<file path="config.mk">
export PLATFORM = sky130hd
export DESIGN_NAME = muldiv_unit
export DESIGN_NICKNAME = d
export VERILOG_FILES = /design/src/rtl/muldiv_unit_pkg.sv /design/src/rtl/muldiv_unit_prep.sv /design/src/rtl/muldiv_unit.sv
export SDC_FILE = /design/constraint.sdc
export NUM_CORES = 1
export LEC_CHECK = 0
export ABC_AREA = 1
export CAP_MARGIN = 20
export CORE_ASPECT_RATIO = 1.1
export CORE_UTILIZATION = 41
export DETAILED_ROUTE_END_ITERATION = 8
export MAX_ROUTING_LAYER = met4
export SLEW_MARGIN = 10
export SYNTH_ARGS = -nofsm -noshare
export SYNTH_HDL_FRONTEND = slang
export SYNTH_SLANG_ARGS = --single-unit
</file>
<file path="constraint.sdc">
create_clock -name clk -period 7.1 [get_ports clk]
set_clock_uncertainty 0.2 [all_clocks]
set_input_delay 1.065 -clock clk [delete_from_list [all_inputs] [get_ports clk]]
set_output_delay 1.065 -clock clk [all_outputs]
set_load 0.01 [all_outputs]
</file>
<file path="src/rtl/muldiv_unit_pkg.sv">
// Shared types and constants for the M-extension multiply/divide unit.
package MULDIV_FNS;

  // Operation select, RISC-V funct3 encoding of the M extension.
  typedef enum logic [2:0] {
    MUL    = 3'b000,
    MULH   = 3'b001,
    MULHSU = 3'b010,
    MULHU  = 3'b011,
    DIV    = 3'b100,
    DIVU   = 3'b101,
    REM    = 3'b110,
    REMU   = 3'b111
  } muldiv_fn_t;

  // Sequencer states of muldiv_unit.
  typedef enum logic [1:0] {
    IDLE = 2'd0,
    CALC = 2'd1,
    FIX  = 2'd2,
    DONE = 2'd3
  } muldiv_state_t;

  // funct7 value that decode uses to route an R-type op to this unit.
  localparam logic [6:0] FUNCT7_MULDIV = 7'b0000001;

endpackage

</file>
<file path="src/rtl/muldiv_unit_prep.sv">
// Combinational operand conditioning: magnitudes, result sign, and the
// divide-by-zero / signed-overflow results that need no iteration.
module muldiv_prep
  import MULDIV_FNS::*;
#(
  parameter int WIDTH = 32
) (
  input  muldiv_fn_t       fn_i,
  input  logic [WIDTH-1:0] a_i,
  input  logic [WIDTH-1:0] b_i,
  output logic [WIDTH-1:0] a_abs_o,
  output logic [WIDTH-1:0] b_abs_o,
  output logic             neg_res_o,
  output logic             special_o,
  output logic [WIDTH-1:0] special_res_o
);

  localparam logic [WIDTH-1:0] MIN_NEG = {1'b1, {(WIDTH-1){1'b0}}};

  logic a_signed, b_signed, is_div, is_rem;
  logic a_neg, b_neg, div_zero, ovf;

  // Decode signedness, take magnitudes and detect the non-iterative cases.
  always_comb begin
    a_signed = (fn_i == MULH) || (fn_i == MULHSU) || (fn_i == DIV) || (fn_i == REM);
    b_signed = (fn_i == MULH) || (fn_i == DIV) || (fn_i == REM);
    is_div   = fn_i[2];
    is_rem   = fn_i[2] & fn_i[1];
    a_neg    = a_signed & a_i[WIDTH-1];
    b_neg    = b_signed & b_i[WIDTH-1];
    // The most negative value negates to itself, which is its correct
    // unsigned magnitude.
    a_abs_o  = a_neg ? -a_i : a_i;
    b_abs_o  = b_neg ? -b_i : b_i;
    // Remainder follows the dividend; product and quotient follow the xor.
    neg_res_o = is_rem ? a_neg : (a_neg ^ b_neg);
    div_zero  = is_div & (b_i == '0);
    ovf       = is_div & b_signed & (a_i == MIN_NEG) & (b_i == '1);
    special_o = div_zero | ovf;
    special_res_o = '0;
    if (div_zero) begin
      special_res_o = is_rem ? a_i : '1;
    end else if (ovf) begin
      special_res_o = is_rem ? '0 : a_i;
    end
  end

endmodule

</file>
<file path="src/rtl/muldiv_unit.sv">
// Iterative RV32M/RV64M multiply/divide unit with valid/ready on both sides.
// Handshake: a transfer happens on a rising edge where valid and ready are
// both high; ready never depends on valid, valid never depends on ready.
module muldiv_unit
  import MULDIV_FNS::*;
#(
  parameter int WIDTH = 32,
  parameter int TAG_W = 5
) (
  input  logic             clk,
  input  logic             rst_n,
  input  logic             flush,
  input  logic             in_valid,
  output logic             in_ready,
  input  logic [2:0]       fn,
  input  logic [WIDTH-1:0] a,
  input  logic [WIDTH-1:0] b,
  input  logic [TAG_W-1:0] in_tag,
  output logic             out_valid,
  input  logic             out_ready,
  output logic [WIDTH-1:0] out,
  output logic [TAG_W-1:0] out_tag,
  output logic             busy
);

  localparam int CNT_W = (WIDTH > 2) ? $clog2(WIDTH) : 1;
  localparam logic [CNT_W-1:0] CNT_LAST = CNT_W'(WIDTH - 1);

  muldiv_state_t      state_q, state_d;
  muldiv_fn_t         fn_q, fn_d;
  logic [CNT_W-1:0]   cnt_q, cnt_d;
  logic [TAG_W-1:0]   tag_q, tag_d;
  logic [WIDTH-1:0]   op_q, op_d;        // multiplicand or divisor
  logic [2*WIDTH-1:0] acc_q, acc_d;      // {partial/remainder, multiplier/quotient}
  logic               neg_q, neg_d;
  logic               special_q, special_d;
  logic [WIDTH-1:0]   out_q, out_d;

  logic [WIDTH-1:0] p_a_abs, p_b_abs, p_special_res;
  logic             p_neg, p_special;

  muldiv_prep #(.WIDTH(WIDTH)) u_prep (
    .fn_i          (muldiv_fn_t'(fn)),
    .a_i           (a),
    .b_i           (b),
    .a_abs_o       (p_a_abs),
    .b_abs_o       (p_b_abs),
    .neg_res_o     (p_neg),
    .special_o     (p_special),
    .special_res_o (p_special_res)
  );

  logic [WIDTH-1:0]   hi, lo, div_sub, fix_res;
  logic [WIDTH:0]     mul_sum, div_shift;
  logic               div_ge;
  logic [2*WIDTH-1:0] mul_next, div_next, prod;

  // One shift-add or restoring-divide step, plus the final sign/half select.
  always_comb begin
    hi        = acc_q[2*WIDTH-1:WIDTH];
    lo        = acc_q[WIDTH-1:0];
    mul_sum   = {1'b0, hi} + (lo[0] ? {1'b0, op_q} : '0);
    mul_next  = {mul_sum, lo[WIDTH-1:1]};
    div_shift = {hi, lo[WIDTH-1]};
    div_ge    = div_shift >= {1'b0, op_q};
    div_sub   = div_shift[WIDTH-1:0] - op_q;
    div_next  = {(div_ge ? div_sub : div_shift[WIDTH-1:0]), lo[WIDTH-2:0], div_ge};
    prod      = neg_q ? -acc_q : acc_q;
    fix_res   = '0;
    if (special_q) begin
      fix_res = lo;
    end else begin
      case (fn_q)
        MUL:                  fix_res = prod[WIDTH-1:0];
        MULH, MULHSU, MULHU:  fix_res = prod[2*WIDTH-1:WIDTH];
        DIV, DIVU:            fix_res = neg_q ? -lo : lo;
        default:              fix_res = neg_q ? -hi : hi;
      endcase
    end
  end

  // Next-state and register-update logic; flush overrides everything.
  always_comb begin
    state_d   = state_q;
    fn_d      = fn_q;
    cnt_d     = cnt_q;
    tag_d     = tag_q;
    op_d      = op_q;
    acc_d     = acc_q;
    neg_d     = neg_q;
    special_d = special_q;
    out_d     = out_q;
    if (flush) begin
      state_d = IDLE;
    end else begin
      case (state_q)
        IDLE: begin
          if (in_valid) begin
            fn_d      = muldiv_fn_t'(fn);
            tag_d     = in_tag;
            cnt_d     = '0;
            neg_d     = p_neg;
            special_d = p_special;
            if (p_special) begin
              // Special result parks in the accumulator and is registered
              // by FIX, giving a one-cycle result with no iteration.
              op_d    = '0;
              acc_d   = {{WIDTH{1'b0}}, p_special_res};
              state_d = FIX;
            end else begin
              op_d    = fn[2] ? p_b_abs : p_a_abs;
              acc_d   = {{WIDTH{1'b0}}, (fn[2] ? p_a_abs : p_b_abs)};
              state_d = CALC;
            end
          end
        end
        CALC: begin
          acc_d = fn_q[2] ? div_next : mul_next;
          cnt_d = cnt_q + CNT_W'(1);
          if (cnt_q == CNT_LAST) begin
            state_d = FIX;
          end
        end
        FIX: begin
          out_d   = fix_res;
          state_d = DONE;
        end
        default: begin
          if (out_ready) begin
            state_d = IDLE;
          end
        end
      endcase
    end
  end

  // State and datapath registers.
  always_ff @(posedge clk or negedge rst_n) begin
    if (!rst_n) begin
      state_q   <= IDLE;
      fn_q      <= MUL;
      cnt_q     <= '0;
      tag_q     <= '0;
      op_q      <= '0;
      acc_q     <= '0;
      neg_q     <= 1'b0;
      special_q <= 1'b0;
      out_q     <= '0;
    end else begin
      state_q   <= state_d;
      fn_q      <= fn_d;
      cnt_q     <= cnt_d;
      tag_q     <= tag_d;
      op_q      <= op_d;
      acc_q     <= acc_d;
      neg_q     <= neg_d;
      special_q <= special_d;
      out_q     <= out_d;
    end
  end

  assign in_ready  = (state_q == IDLE);
  assign busy      = (state_q != IDLE);
  assign out_valid = (state_q == DONE);
  assign out       = out_q;
  assign out_tag   = tag_q;

endmodule

</file>
# Yosys cells after proc, flatten, opt, wreduce, memory -nomap -nowiden
# Cells that the tools add are included.
[totals]
register_bits = 145
inputBits = 77
out_inout_bits = 40
elab_cells = 92
[op_classes]
add_sub_neg = 8
n_lt_le_gt_ge = 1
n_eq_ne = 18
muxes = 29
bitwise_logic = 10
n_reduce_logical = 17
[op_table]
columns = ["cell", "count"]
rows = [
  ["$mux 32", 15],
  ["$mux 64", 3],
  ["$neg 32->32", 4],
  ["$pmux 64 s2", 1],
  ["$pmux 32 s3", 1],
  ["$eq 32x32->1 const B", 2],
  ["$neg 64->64", 1],
  ["$add 32x32->33", 1],
  ["$ge 33x32->1", 1],
  ["$logic_not 32->1", 1],
  ["$sub 32x32->32", 1],
  ["$eq 3x3->1 const B", 4],
  ["$mux 2", 5],
  ["$pmux 5 s2", 1],
  ["$eq 3x2->1 const B", 3],
  ["$reduce_and 3->1", 3],
  ["$and 1x1->1", 7],
  ["$eq 3x1->1 const B", 2],
  ["$ne 3x3->1 const B", 2],
  ["$pmux 2 s3", 1],
  ["$add 5x1->5 const B", 1],
  ["$eq 5x5->1 const B", 1],
  ["$logic_or 1x1->1", 5],
  ["$mux 5", 1],
  ["other kinds (14)", 16],
]

# Depth between registers and ports, before layout
[depth]
ltp_word = 11
mapped_depth = 19
depth_no_buf = 17

# By module
# From an unflattened synthesis, not the netlist that was laid out.
[hier_totals]
cells_unflattened = 3381
hier_area_um2 = 18778.0
[modules_own_cells]
columns = ["mod", "n_inst", "cells_each", "area_per_inst_um2", "seq_area_each_um2"]
rows = [
  ["muldiv_unit", 1, 2914, 16417.0, 3628.5],
  ["muldiv_prep", 1, 467, 2361.0, 0.0],
]

# Worst setup path before layout
# Ideal clock, no wire load.
[synth_path]
kind = "input-to-reg"
startpoint = "in a[0]"
endpoint = "reg acc_q[6]"
setup_time_ps = 138
arrival_time_ps = 2480
t_required_ps = 6762
setup_slack_ps = 4282
path_stages = 14
path_buffers = 1
cell_sequence = "inv_1 > ha_1 > nand3_1 > nor2_4 > nand3_1 > nor2_1 > nand3_1 > nor2_1 > nor2_2 > buf_6 > nand2_1 > nand2_1 > nand2_1 > o221ai_1"
[synth_via]
elab_chain_len = 8
elab_cells_between_ends = 12
classes_between = "add/sub: 1; eq/ne: 1; mux: 7; bitwise: 3"
[synth_rtl]
columns = ["item", "line_no", "rtl"]
rows = [
  ["start: declaration", "muldiv_unit.sv:16", "input logic [WIDTH-1:0] a,"],
  ["branches (longest 5 deep; another with $neg 32->32)", "n/a", ""],
  ["$mux 32 (*)", "muldiv_unit.sv:104", "if (p_special) begin"],
  ["$mux 64 (*)", "muldiv_unit.sv:98", "if (in_valid) begin"],
  ["$pmux 64 s2 (*)", "muldiv_unit.sv:96", "case (state_q)"],
  ["end signal: assignment", "muldiv_unit.sv:145", "acc_q <= '0;"],
  ["end signal: assignment", "muldiv_unit.sv:155", "acc_q <= acc_d;"],
  ["end: declaration", "muldiv_unit.sv:34", "logic [2*WIDTH-1:0] acc_q, acc_d;"],
]
# Mark *: on every way between the ends. The select of a mux whose other input is x is not followed.
# A chain may end at the register's enable or synchronous reset.

# Worst setup path after layout
[layout_path]
startpoint = "reg state_q[1]"
endpoint = "reg acc_q[0]"
[layout_via]
elab_chain_len = 3
elab_cells_between_ends = 6
classes_between = "eq/ne: 2; mux: 1; reduce/logical: 3"
[layout_rtl]
columns = ["item", "line_no", "rtl"]
rows = [
  ["start: declaration", "muldiv_unit.sv:29", "muldiv_state_t state_q, state_d;"],
  ["start signal: assignment", "muldiv_unit.sv:150", "state_q <= state_d;"],
  ["$eq 2x1->1 or $logic_not 2->1 (tied branches)", "muldiv_unit.sv:96", ""],
  ["$reduce_bool 2->1 (no source line) or $ne 2x2->1 (tied branches)", "n/a", ""],
  ["$reduce_and 3->1 (no source line)", "n/a", ""],
]
# Parallel ways exist; a longest one is shown, timed or not.

==> impl_metrics.ini <==
[sta]
hold_violations = 0
fmax_mhz = 248.4
final_max_slew_viol_count = 0
fin_crit_ns = 4.027
tightestPinTransition_ns = 1.112
fin_setup_tns_ns = 0
rsz0062_at_grt = false
setup_viol = 0
relSlewSlack_pct = 25.81
setup_ws_ns = 3.073
fin_crit_sh_pct = 56.71
fin_hold_ws_ns = 0.2828

[worst_setup_path]
crit_type = flip-flop to flip-flop
crit_fanout = 42
arrival_ns = 4.22
end_kind = flip-flop
cp_data_required_time_ns = 7.29
start_kind = flip-flop

[route]
wirelength_um = 85990
num_vias = 22470
ant_nets = 0
drt-wirelength-per-cell_um = 22.19
dr.pass1.iters = 6
drtIter0Drc = 2919
viasPerCell = 5.799
drc = 0

[place]
place_area_um2 = 19770
port_buffers = 116
gp_congestion = 1.046
pre_cts_slack_ns = 2.793
dp_cells = 3839
hpwl_um = 69230

[die]
num_rows = 80
die_area_um2 = 45330
coreArea_um2 = 43640
initial_core_util_pct = 41.79
chipHeight_um = 223.2
io_pins = 117
die_w_um = 203.1

[yosys]
syn_inst = 3238
netlist_area_um2 = 18240
yosysWarnings = 0
ys_ff_latch = 145
synth.avg_cell_area_um2 = 5.633
postSynthNetCount = 3392
seq_area_frac_synth_pct = 19.89
synth_cell_types = 57

[power_and_ir_drop]
peakVddDrop_mv = 0.3186
power-per-cell-area_nw_per_um2 = 466.5
total_power_mw = 9.510
power_leakage_nw = 10.31

[grt]
grt_pass1_vias = 21040
grt_first_pass_wirelength_um = 128800
antenna_found_initial = 1
grt_max_degree = 95
grt_usage_pct = 38.86
grt-ovfl-total = 0

[cells_and_area]
layout_commonest_cell = nand2_1
drive_gt1_share_pct = 4.277
syn2layout_area_growth_pct = 11.77
nets = 3438
fin_area_um2 = 20380
fin_cells = 3875
fin_util_pct = 46.71
mostFrequentLayoutCells = nand2_1, nor2_1, inv_1

[run_status]
status = finished, final reports clean

[clock_network]
htreeDepth = 4
clk_path_buf_depth = 2
clock-sinks = 145
cts_setup_buffers = 0
numCtsBuffers = 17
clkLatencyLatePin_ns = 0.49
root_buffer = clkbuf_16
tritoncts = built
path_clk_slew_ns = 0.07
cts_resized = 0
cts_hold_buffers = 0

[flow_run]
maxCapViolations = 0

[min_path]
hp-class = flip-flop to flip-flop
per-layer routing:
metal / vias up / track usage [%] / share of wire [%]
li1: 10700 / - / -
met5: - / - / 0
met4: 0 / 18.94 / 5.4
met1: 10470 / 49.29 / 42
met2: 1112 / 60.20 / 45
met3: 194 / 5.872 / 7.9
cells in the mapped netlist (all sizes together):
master,count,area [µm²]
o22ai,6,37.54
o221ai,3,26.28
fa,2,40.04
xor2,45,394.1
ha,75,938.4
nand2,1057,4039
o21ai,280,1420
clkbuf,70,262.8
a21boi,1,7.510
xnor2,10,87.58
or2,18,112.6
mux2i,2,20.02
nor2,385,1520
nand3b,22,165.2
nor4,5,31.28
o31ai,3,22.52
o311ai,1,8.760
clkinv,3,11.26
nand3,304,1546
a21o,9,67.56
a211oi,1,7.510
a22oi,16,125.1
a22o,1,8.760
o21bai,5,37.54
o211ai,11,82.58
a31oi,8,50.05
a21oi,224,1144
o21a,9,67.56
o2111ai,1,8.760
inv,364,1376
nor3,31,160.1
nand4,73,456.7
dfrtp,145,3628
a211o,1,8.760
and2,5,31.28
buf,38,255.3
a221oi,1,8.760
nor3b,3,22.52
power by group:
| part | leakage [nW] | switching (mW) | internal (mW) |
|---|---|---|---|
| sequential | 1.82 | 0.658 | 1.19 |
| combinational | 8.20 | 4.66 | 2.05 |
| clock | 0.291 | 0.476 | 0.477 |
| total | 10.3 | 5.80 | 3.71 |
area by class of cell:
cell class	count	area, µm²
timing repair buffer	135	1300
inverter	367	1388
clock inverter	15	183.9
multi-input combinational	2618	12730
sequential	145	3631
clock buffer	17	425.4
tap	574	718.2
fill	4789	23260
antenna	4	10.01
critical path: stages (launching register included):
cell      delay [ns]
dfrtp_1         0.43
inv_1           0.14
ha_1            0.76
clkinv_1        0.77
nor2_4          0.24
buf_4           0.45
clkinv_1        0.49
a21oi_1         0.25
nand2_1         0.08
o211ai_1        0.10
final timing paths:
| kind | cells past startpoint | startpoint | endpoint | slack (ns) |
|---|---|---|---|---|
| max reg2reg | 9 | state_q[1]$_DFFE_PN0P_ | acc_q[0]$_DFFE_PN0P_ | 3.07 |
| min | 2 | out[29]$_DFFE_PN0P_ | out[29]$_DFFE_PN0P_ | 0.28 |
| min reg2reg | 2 | out[29]$_DFFE_PN0P_ | out[29]$_DFFE_PN0P_ | 0.28 |
| min in group asynchronous | 1 | rst_n | op_q[29]$_DFFE_PN0P_ | 0.51 |
| max | 9 | state_q[1]$_DFFE_PN0P_ | acc_q[0]$_DFFE_PN0P_ | 3.07 |
| max in group asynchronous | 2 | rst_n | neg_q$_DFFE_PN0P_ | 4.84 |
logic make-up after synthesis:
logic type	count (synthesis)	synth area share, %
flops	145	19.89
xor+xnor	55	2.641
fa+ha+maj	77	5.365
mux	2	0.1098
compound gates	581	17.21
simple gates	1903	44.33
buf+inv	475	10.45
sequential cells by signal, indices dropped and copies added, names as in the netlist:
signal and count:
cnt_q 5, special_q 1, op_q 32, neg_q 1, acc_q 64, out_tag 5, state_q 2, out 32
fn_q 3
(Power assumes the default switching activity.)
